[config.mk]
export PLATFORM = sky130hd
export DESIGN_NAME = connect4_move_ctrl
export DESIGN_NICKNAME = d
export VERILOG_FILES = /design/src/rtl/connect4_move_ctrl.sv
export SDC_FILE = /design/constraint.sdc
export NUM_CORES = 1
export LEC_CHECK = 0
export ABC_AREA = 0
export BUFFER_PORTS_ARGS = -buffer_cell sky130_fd_sc_hd__buf_2
export CELL_PAD_IN_SITES_DETAIL_PLACEMENT = 0
export CELL_PAD_IN_SITES_GLOBAL_PLACEMENT = 1
export CORE_ASPECT_RATIO = 0.7
export CORE_MARGIN = 3
export CORE_UTILIZATION = 36
export CTS_CLUSTER_DIAMETER = 100
export CTS_CLUSTER_SIZE = 40
export DETAILED_ROUTE_END_ITERATION = 8
export MAX_ROUTING_LAYER = met4
export PLACE_DENSITY_LB_ADDON = 0.12
export SETUP_SLACK_MARGIN = 0.1
export SYNTH_ARGS = -nofsm -noshare
export SYNTH_HDL_FRONTEND = slang
export SYNTH_SLANG_ARGS = --single-unit
export TNS_END_PERCENT = 5
[constraint.sdc]
create_clock -name clk -period 2.25 [get_ports clk]
set_input_delay 0.45 -clock clk [delete_from_list [all_inputs] [get_ports clk]]
set_output_delay 0.45 -clock clk [all_outputs]
set_load 0.05 [all_outputs]
[src/rtl/connect4_move_ctrl.sv]
// ---------------------------------------------------------------------------
// connect4_move_ctrl
//
// Move controller for a 4-column Connect-4 board. It turns synchronized
// button levels into validated moves:
//   - left/right presses move a column cursor,
//   - a drop press latches the cursor column, checks its height, and for a
//     legal move emits a one-cycle add strobe plus a board cell write,
//   - it tracks the side to move and the number of committed moves.
//
// Configuration macro:
//   CONNECT4_CURSOR_WRAP_EN  defined   -> cursor wraps 3 <-> 0
//                            undefined -> cursor saturates at 0 and 3
//
// Move timing, where the drop press is sampled at edge N:
//   N   : IDLE   -> CHECK   (sel_col latched)
//   N+1 : CHECK  -> COMMIT  (add/wr_en high for one full cycle)
//         or CHECK -> IDLE with reject high for one cycle
//   N+2 : COMMIT -> SETTLE  (player toggles, move_count increments)
//   N+3 : SETTLE -> IDLE
// ---------------------------------------------------------------------------
module connect4_move_ctrl #(
    parameter int ROWS = 6
) (
    input  logic       clk,
    input  logic       reset,
    input  logic       btn_left,
    input  logic       btn_right,
    input  logic       btn_drop,
    input  logic       game_over,
    input  logic [2:0] height_0,
    input  logic [2:0] height_1,
    input  logic [2:0] height_2,
    input  logic [2:0] height_3,
    output logic [1:0] cursor,
    output logic [1:0] sel_col,
    output logic       add,
    output logic       wr_en,
    output logic [2:0] wr_row,
    output logic [1:0] wr_col,
    output logic       wr_player,
    output logic       player,
    output logic       reject,
    output logic [4:0] move_count,
    output logic       board_full
);

    // Column height at which a column is full, and total cells on the board.
    localparam logic [2:0] FULL_HEIGHT = 3'(ROWS);
    localparam logic [4:0] MAX_MOVES   = 5'(4 * ROWS);

    typedef enum logic [1:0] {
        IDLE   = 2'd0,
        CHECK  = 2'd1,
        COMMIT = 2'd2,
        SETTLE = 2'd3
    } state_t;

    state_t state;

    // Previous button levels for rising-edge detection.
    logic prev_left;
    logic prev_right;
    logic prev_drop;

    logic press_left;
    logic press_right;
    logic press_drop;

    logic       blocked;
    logic [2:0] sel_height;
    logic [1:0] cursor_next;

    assign press_left  = btn_left  & ~prev_left;
    assign press_right = btn_right & ~prev_right;
    assign press_drop  = btn_drop  & ~prev_drop;

    // A won game or a full board freezes every input.
    assign blocked = game_over | board_full;

    // Track previous button levels; reset to 1 so a button held through reset needs a fresh press.
    always_ff @(posedge clk or posedge reset) begin
        if (reset) begin
            prev_left  <= 1'b1;
            prev_right <= 1'b1;
            prev_drop  <= 1'b1;
        end else begin
            // NOTE: sequential state uses non-blocking assignments so every
            // register samples the pre-edge values, independent of block order.
            prev_left  <= btn_left;
            prev_right <= btn_right;
            prev_drop  <= btn_drop;
        end
    end

    // Select the height of the latched column.
    always_comb begin
        // NOTE: assign a default before the case so no path leaves the
        // variable unassigned, which would otherwise infer a latch.
        sel_height = height_0;
        case (sel_col)
            2'd1:    sel_height = height_1;
            2'd2:    sel_height = height_2;
            2'd3:    sel_height = height_3;
            default: sel_height = height_0;
        endcase
    end

    // Next cursor position from left/right presses; simultaneous presses cancel.
    always_comb begin
        cursor_next = cursor;
        if (press_left && !press_right) begin
`ifdef CONNECT4_CURSOR_WRAP_EN
            cursor_next = cursor - 2'd1;
`else
            if (cursor != 2'd0) begin
                cursor_next = cursor - 2'd1;
            end
`endif
        end else if (press_right && !press_left) begin
`ifdef CONNECT4_CURSOR_WRAP_EN
            cursor_next = cursor + 2'd1;
`else
            if (cursor != 2'd3) begin
                cursor_next = cursor + 2'd1;
            end
`endif
        end
    end

    // Move FSM with registered strobes, board write command, turn and move counters.
    always_ff @(posedge clk or posedge reset) begin
        if (reset) begin
            state      <= IDLE;
            cursor     <= 2'd0;
            sel_col    <= 2'd0;
            add        <= 1'b0;
            wr_en      <= 1'b0;
            wr_row     <= 3'd0;
            wr_col     <= 2'd0;
            wr_player  <= 1'b0;
            player     <= 1'b0;
            reject     <= 1'b0;
            move_count <= 5'd0;
            board_full <= 1'b0;
        end else begin
            // Strobes are high for exactly the cycle after the edge that sets them.
            add    <= 1'b0;
            wr_en  <= 1'b0;
            reject <= 1'b0;

            case (state)
                IDLE: begin
                    if (!blocked) begin
                        if (press_drop) begin
                            // A drop takes priority; cursor presses in this cycle are dropped.
                            sel_col <= cursor;
                            state   <= CHECK;
                        end else begin
                            cursor <= cursor_next;
                        end
                    end
                end

                CHECK: begin
                    if (sel_height >= FULL_HEIGHT) begin
                        reject <= 1'b1;
                        state  <= IDLE;
                    end else begin
                        // The write targets the pre-increment height, i.e. the lowest free row.
                        add       <= 1'b1;
                        wr_en     <= 1'b1;
                        wr_row    <= sel_height;
                        wr_col    <= sel_col;
                        wr_player <= player;
                        state     <= COMMIT;
                    end
                end

                COMMIT: begin
                    player <= ~player;
                    if (move_count != MAX_MOVES) begin
                        move_count <= move_count + 5'd1;
                        board_full <= ((move_count + 5'd1) == MAX_MOVES);
                    end
                    state <= SETTLE;
                end

                SETTLE: begin
                    // Gives the counter stage a clean cycle before the next drop is accepted.
                    state <= IDLE;
                end

                default: begin
                    state <= IDLE;
                end
            endcase
        end
    end

endmodule

==> metrics.md, run 1 <==
| Metric | Value |
|---|---|
| Status | complete, no violations |
| Nets | 157 |
| Reg clk slew, reported paths | 0.08 ns |
| Initial Util | 0.389 |
| Power Density | 1600 mW/mm^2 |
| Reg2Reg Setup Slack | 0.47 ns |
| Mux cell area share after synthesis | 0.134 |
| Adder-cell area share of the yosys netlist | 0.0446 |
| Top_reg_cell synth | dfrtp_1 |
| Total Wirelength | 2.18 mm |
| Slew HR | 0.658 |
| Number of antenna diodes | 0 |
| Syn. warnings | 0 |
| CP Data Arrival Time | 1.93 ns |
| Remaining Overflow, GRT | 0 |
| IO Port Bufs | 37 |
| Synth Area in Compound Gates | 0.0713 |
| Top delay family on crit path | multiplexers |
| Worst Reg-to-Reg Cells | 3 |
| Number of global-route vias before repair | 767 |
| Met3 Use GR | 0.0479 |
| Total power | 2.22 mW |
| GRT Total Usage | 0.133 |
| IO Count | 38 |
| Min Tclk post-route | 1.78 ns |
| RSZ-0062 raised after global routing | no |
| Final setup viols | 0 |
| Slowest-stage cell, CP | mux4_2 |
| Mapped cell area | 0.00112 mm^2 |
| WP buf/inv | 0 |
| Largest family of logic cells by synthesized area | simple AND/OR/NAND/NOR gates |
| Register area share after synthesis | 0.538 |
| Placer Congestion | 0.744 |
| Worst Clk Skew | 0.00332 ns |
| Root buffer cell | clkbuf_8 |
| Post-Place Cells | 166 |
| Area share of xor/xnor cells in the synthesized design | 0.0390 |
| Hold Path Class | primary input to async pin |
| Fin Hold WS | 0.219 ns |
| Post-Synth Simple-Gate Area | 0.149 |
| CP Data Required Time | 2.40 ns |
| CP cell instances | mux4_2 -> a21oi_4 -> mux2_2 |
| Levels on crit path | 3 |
| Row cnt | 16 |
| Worst r2r src | sel_col[0] |
| CTS tree | done |
| Largest net degree at the start of global routing | 25 |
| Drt first pass iters | 4 |
| Via count | 814 |
| Initial antenna violation count | 0 |
| Synth-to-Final Area Change | 24.2% |
| Async S/R FF share, synth | 1.00 |
| Top cells by area, synth | dfrtp_1 (47%), dfstp_2 (7.0%), mux2_2 (7.0%) |
| Num CTS Buffers | 3 |
| HPWL Detailed | 1.72 mm |
| Chip width | 72.7 um |
| CTS Sinks | 24 |
| Syn Nets | 116 |
| GRT Max-Usage Layer | met1 |
| Reg-to-reg endpoint | wr_col[0] |
| Post-synth EDFFs | 0 |
| Peak Freq | 0.561 GHz |
| DR iter-0 viols | 33 |
| DIE AREA | 0.00383 mm^2 |
| Top-area cell type share of the netlist area | 0.468 |
| Worst skew pair latency | 0.26 ns |
| Synth cell types | 28 |
| Setup repair bufs after CTS | 0 |
| Layout cell share with drive strength beyond 1 | 0.418 |
| Max VDD drop | 0.907 mV |
| Post-synth top cells | dfrtp_1 (21), nor2_1 (11), mux2_2 (7), nand2_1 (6) |
| Pleak | 0.650 nW |
| First-pass GRT wire length | 3.74 mm |
| Met2 Resource Use GR | 0.186 |
| Max_cap viols | 0 |
| Grt met1 use | 0.187 |
| DR vias/cell | 4.79 |
| Deepest clock path buffer count | 2 |
| Non-filler instance count after layout | 170 |
| Syn_area_per_cell | 11.9 um^2 |
| Total negative slack | 0 ns |
| # DRC | 0 |
| Worst setup EP type | flip-flop |
| Yosys reg bits | 24 |
| Core ar. | 0.00288 mm^2 |
| Tightest Pin Transition | 0.512 ns |
| Kind of critical path | flip-flop to flip-flop |
| # hold bufs at CTS | 0 |
| CP peak stage delay | 0.60 ns |
| Routed len/inst | 12.8 um |
| Slew Limit Fails | 0 |
| Cts repair resizes | 0 |
| H-tree depth | 1 |
| Post-Synthesis Cells | 94 |
| Most numerous cell in the Yosys netlist | dfrtp_1 |
| Hold Fails Final Rpt | 0 |
| Area leader, netlist | dfrtp_1 |
| Critical Path Fanout Max | 6 |
| Die height | 52.7 um |
| CP startpoint kind | flip-flop |
| Fin crit share | 0.792 |
| Final core occ | 0.484 |
| Post-route ant nets | 0 |
-- metal layers --
metal / part of all wire / routed length [um]
met5: 0 / 0
met4: 0.0037 / 8
met3: 0.064 / 139
met2: 0.42 / 923
met1: 0.51 / 1110
-- area by class of cell --
class                   count  area, um^2
multi-input cells          64         492
fillers                   309        1490
inverters                   4        15.0
repair buffers             38         193
clock buffers               4        45.0
well taps                  36        45.0
flip-flops and latches     24         604
-- power breakdown --
group	leakage (nW)	switching, mW	internal [mW]
clock	0.0228	0.124	0.126
sequential	0.274	0.169	0.600
combinational	0.353	0.830	0.374
total	0.650	1.12	1.10
-- how the worst max path moves through the flow --
| stage | startpoint | end | slack, ns |
|---|---|---|---|
| 6_report | sel_col[0] | wr_col[0] | 0.47 |
| 5_1_grt | sel_col[1] | wr_col[0] | 0.36 |
| 4_1_cts | sel_col[1] | wr_col[0] | 0.44 |
| 3_5_place_dp | height_3[1] | wr_col[0] | 0.45 |
| 3_3_place_gp | height_3[1] | wr_player | 0.46 |
| 2_1_floorplan | sel_col[1] | wr_col[0] | 0.25 |
-- stage by stage --
step / setup slack [ns] / area [um^2]
final: 0.467 / 1390
after global placement: 0.465 / 1350
after global routing: 0.357 / 1390
after CTS: 0.444 / 1390
after floorplan: 0.254 / 1120
after detailed placement: 0.449 / 1350
-- worst min-delay path: cells and delay by family --
kind | cells | cell delay [ns]
buf+inv | 3 | 0.43
-- kinds of logic (layout without fill, tap and decap cells) --
kind of cell	after synthesis	count (layout)
buffers and inverters	6	46
flip-flops	24	24
AND/OR/NAND/NOR	34	34
AO/OA/AOI/OAI	11	11
multiplexers	10	10
adder cells (fa/ha/maj)	4	4
XOR/XNOR	5	5
-- state kept, by name, indices dropped and copies added, names as in the netlist, 2 cells and up, named ones only --
name,count
move_count,5
sel_col,2
cursor,2
wr_col,2
wr_row,3
-- cell usage in the layout, fill, tap and decap left out, types with 4 or more instances in the layout --
cell type  Yosys  layout
buf_2          0      37
dfrtp_1       21      21
nor2_1        11      11
mux2_2         7       7
nand2_1        6       6
inv_1          4       4
nor2b_1        4       4
xnor2_1        4       4
o21ai_0        4       4
ha_1           4       4
(Power assumes the default switching activity.)
==> inputs of run 2 (changes only) <==
==> constraint.sdc (replaced) <==
create_clock -name clk -period 1.7 [get_ports clk]
set_input_delay 0.34 -clock clk [delete_from_list [all_inputs] [get_ports clk]]
set_output_delay 0.34 -clock clk [all_outputs]
set_load 0.05 [all_outputs]
==> run 2 against run 1 <==
Die area unchanged; maximum frequency up 8.2%; flip-flop and latch count unchanged; highest routed layer unchanged; worst setup slack worse by 0.41 ns; critical path depth unchanged; clock skew about the same; combinational power up 44%; sequential share of layout area down 2.4 points.
==> metrics.md, run 2 (synthesis gave the netlist of run 1 again) <==
| Metric | Value |
|---|---|
| Total power | 3.22 mW (+45%) |
| Via count | 854 (+4.9%) |
| Max_cap viols | 0 (unchanged) |
| HPWL Detailed | 1.77 mm (+2.6%) |
| Setup WS post-layout | 0.0525 ns (-0.415 ns) |
| Largest Register | move_count |
| Routed len/inst | 12.7 um (-1.0%) |
| Reg-to-reg endpoint | wr_col[1] |
| CP startpoint | sel_col[0] |
| Kind of critical path | flip-flop to flip-flop |
| Initial Util | 0.389 (unchanged) |
| # DRC | 0 (unchanged) |
| Reg clk slew, reported paths | 0.08 ns (about the same) |
| CP startpoint kind | flip-flop |
| DR vias/cell | 4.85 (+1.3%) |
| IO Port Bufs | 37 (unchanged) |
| Worst r2r src | sel_col[0] |
| H-tree depth | 1 (unchanged) |
| Total Wirelength | 2.23 mm (+2.5%) |
| Top Registers | move_count x5, wr_row x3 |
| Die height | 52.7 um (unchanged) |
| Remaining Overflow, GRT | 0 (unchanged) |
| Core ar. | 0.00288 mm^2 (unchanged) |
| Tightest Pin Transition | 0.437 ns (-0.0751 ns) |
| IO Count | 38 (unchanged) |
| Root buffer cell | clkbuf_8 |
| Reg2Reg Setup Slack | 0.05 ns (-0.41 ns) |
| CTS tree | done |
| Worst Reg-to-Reg Cells | 3 (unchanged) |
| Min Tclk post-route | 1.65 ns (-0.135 ns) |
| Non-filler instance count after layout | 176 (+3.5%) |
| DIE AREA | 0.00383 mm^2 (unchanged) |
| Post-route ant nets | 0 (unchanged) |
| Initial antenna violation count | 0 (unchanged) |
| Most frequent cells in the layout | buf_2 (37), dfrtp_1 (19), nor2_1 (9), mux2_2 (7), buf_4 (7) |
| Number of antenna diodes | 0 (unchanged) |
| Deepest clock path buffer count | 2 (unchanged) |
| First-pass GRT wire length | 3.82 mm (+2.2%) |
| Worst setup EP type | flip-flop |
| Nets | 163 (+3.8%) |
| Row cnt | 16 (unchanged) |
| Placer Congestion | 0.755 (+1.5%) |
| Fin Hold WS | 0.106 ns (-0.112 ns) |
| Number of global-route vias before repair | 834 (+8.7%) |
| Max reg flops | 5 (unchanged) |
| Fin crit share | 0.969 (+0.177) |
| # hold bufs at CTS | 0 (unchanged) |
| Critical Path Fanout Max | 6 (unchanged) |
| Post-Place Cells | 169 (+1.8%) |
| RSZ-0062 raised after global routing | yes |
| Final core occ | 0.514 (+0.0304) |
| Pleak | 0.689 nW (+6.0%) |
| Hold Fails Final Rpt | 0 (unchanged) |
| Pre-CTS setup slack | 0.000640 ns (-0.448 ns) |
| Peak Freq | 0.607 GHz (+8.2%) |
| DR iter-0 viols | 48 (+45%) |
| CP Data Arrival Time | 1.80 ns (-0.13 ns) |
| Power Density | 2170 mW/mm^2 (+36%) |
| Hold Path Class | primary input to async pin |
| GRT Total Usage | 0.135 (+0.00260) |
| Worst skew pair latency | 0.26 ns (about the same) |
| Status | complete, no violations |
| CP Data Required Time | 1.85 ns (-0.55 ns) |
| CTS Sinks | 24 (unchanged) |
| Worst Clk Skew | 0.00355 ns (+0.000234 ns) |
| Layout cell share with drive strength beyond 1 | 0.493 (+0.0749) |
| Synth-to-Final Area Change | 32.0% |
| Final setup viols | 0 (unchanged) |
| Max VDD drop | 1.03 mV (+13%) |
| Largest net degree at the start of global routing | 25 (unchanged) |
| Slew Limit Fails | 0 (unchanged) |
| Drt first pass iters | 4 (unchanged) |
| Slew HR | 0.706 (+0.0485) |
| Num CTS Buffers | 3 (unchanged) |
| Commonest non-fill, non-tap cell in the layout | buf_2 |
| Chip width | 72.7 um (unchanged) |
run 2: where the power goes:
part | internal (mW) | switching [mW]
combinational | 0.581 | 1.14
sequential | 0.799 | 0.211
clock | 0.314 | 0.166
total | 1.69 | 1.52
run 2: worst max-delay path by stage:
| stage | end | slack [ns] | cells after the start |
|---|---|---|---|
| 6_report | wr_col[1] | 0.05 | 3 |
| 5_1_grt | wr_col[0] | -0.004 | 3 |
| 4_1_cts | wr_col[1] | 0.03 | 3 |
| 3_5_place_dp | wr_col[1] | 0.0006 | 4 |
| 3_3_place_gp | wr_player | 0.02 | 4 |
| 2_1_floorplan | wr_col[0] | -0.12 | 3 |
run 2: per-stage QoR:
| step | instance area (um^2) | setup TNS, ns |
|---|---|---|
| 2_1_floorplan | 1120 | -0.516 |
| 3_3_place_gp | 1370 | 0 |
| 3_5_place_dp | 1370 | 0 |
| 4_1_cts | 1470 | 0 |
| 5_1_grt | 1480 | -0.00400 |
| 6_report | 1480 | 0 |
run 2: critical path, stage by stage (launching register included):
cell	delay (ns)
dfrtp_2	0.39
mux4_2	0.55
a21oi_4	0.25
mux2_2	0.36
run 2: area by class of cell:
cell class	count	area (um^2)
clock inverters	1	30.0
flip-flops and latches	24	607
well taps	36	45.0
clock buffers	3	41.3
multi-input cells	64	505
fillers	293	1400
repair buffers	44	238
inverters	4	15.0
run 2: timing repair:
item | CTS | global route
buffers inserted | 3 | 0
cloned | 0 | 0
endpoints found under the setup margin | 4 | 7
resized for setup | 0 | 6
pin swaps | 1 | 2
run 2: metal layers:
metal | global-route usage | vias to the layer above | wire length (um)
met3 | 0.0479 | 2 | 133
met2 | 0.210 | 19 | 997
li1 | - | 416 | -
met5 | - | - | 0
met4 | 0.0276 | 0 | 8
met1 | 0.172 | 417 | 1090
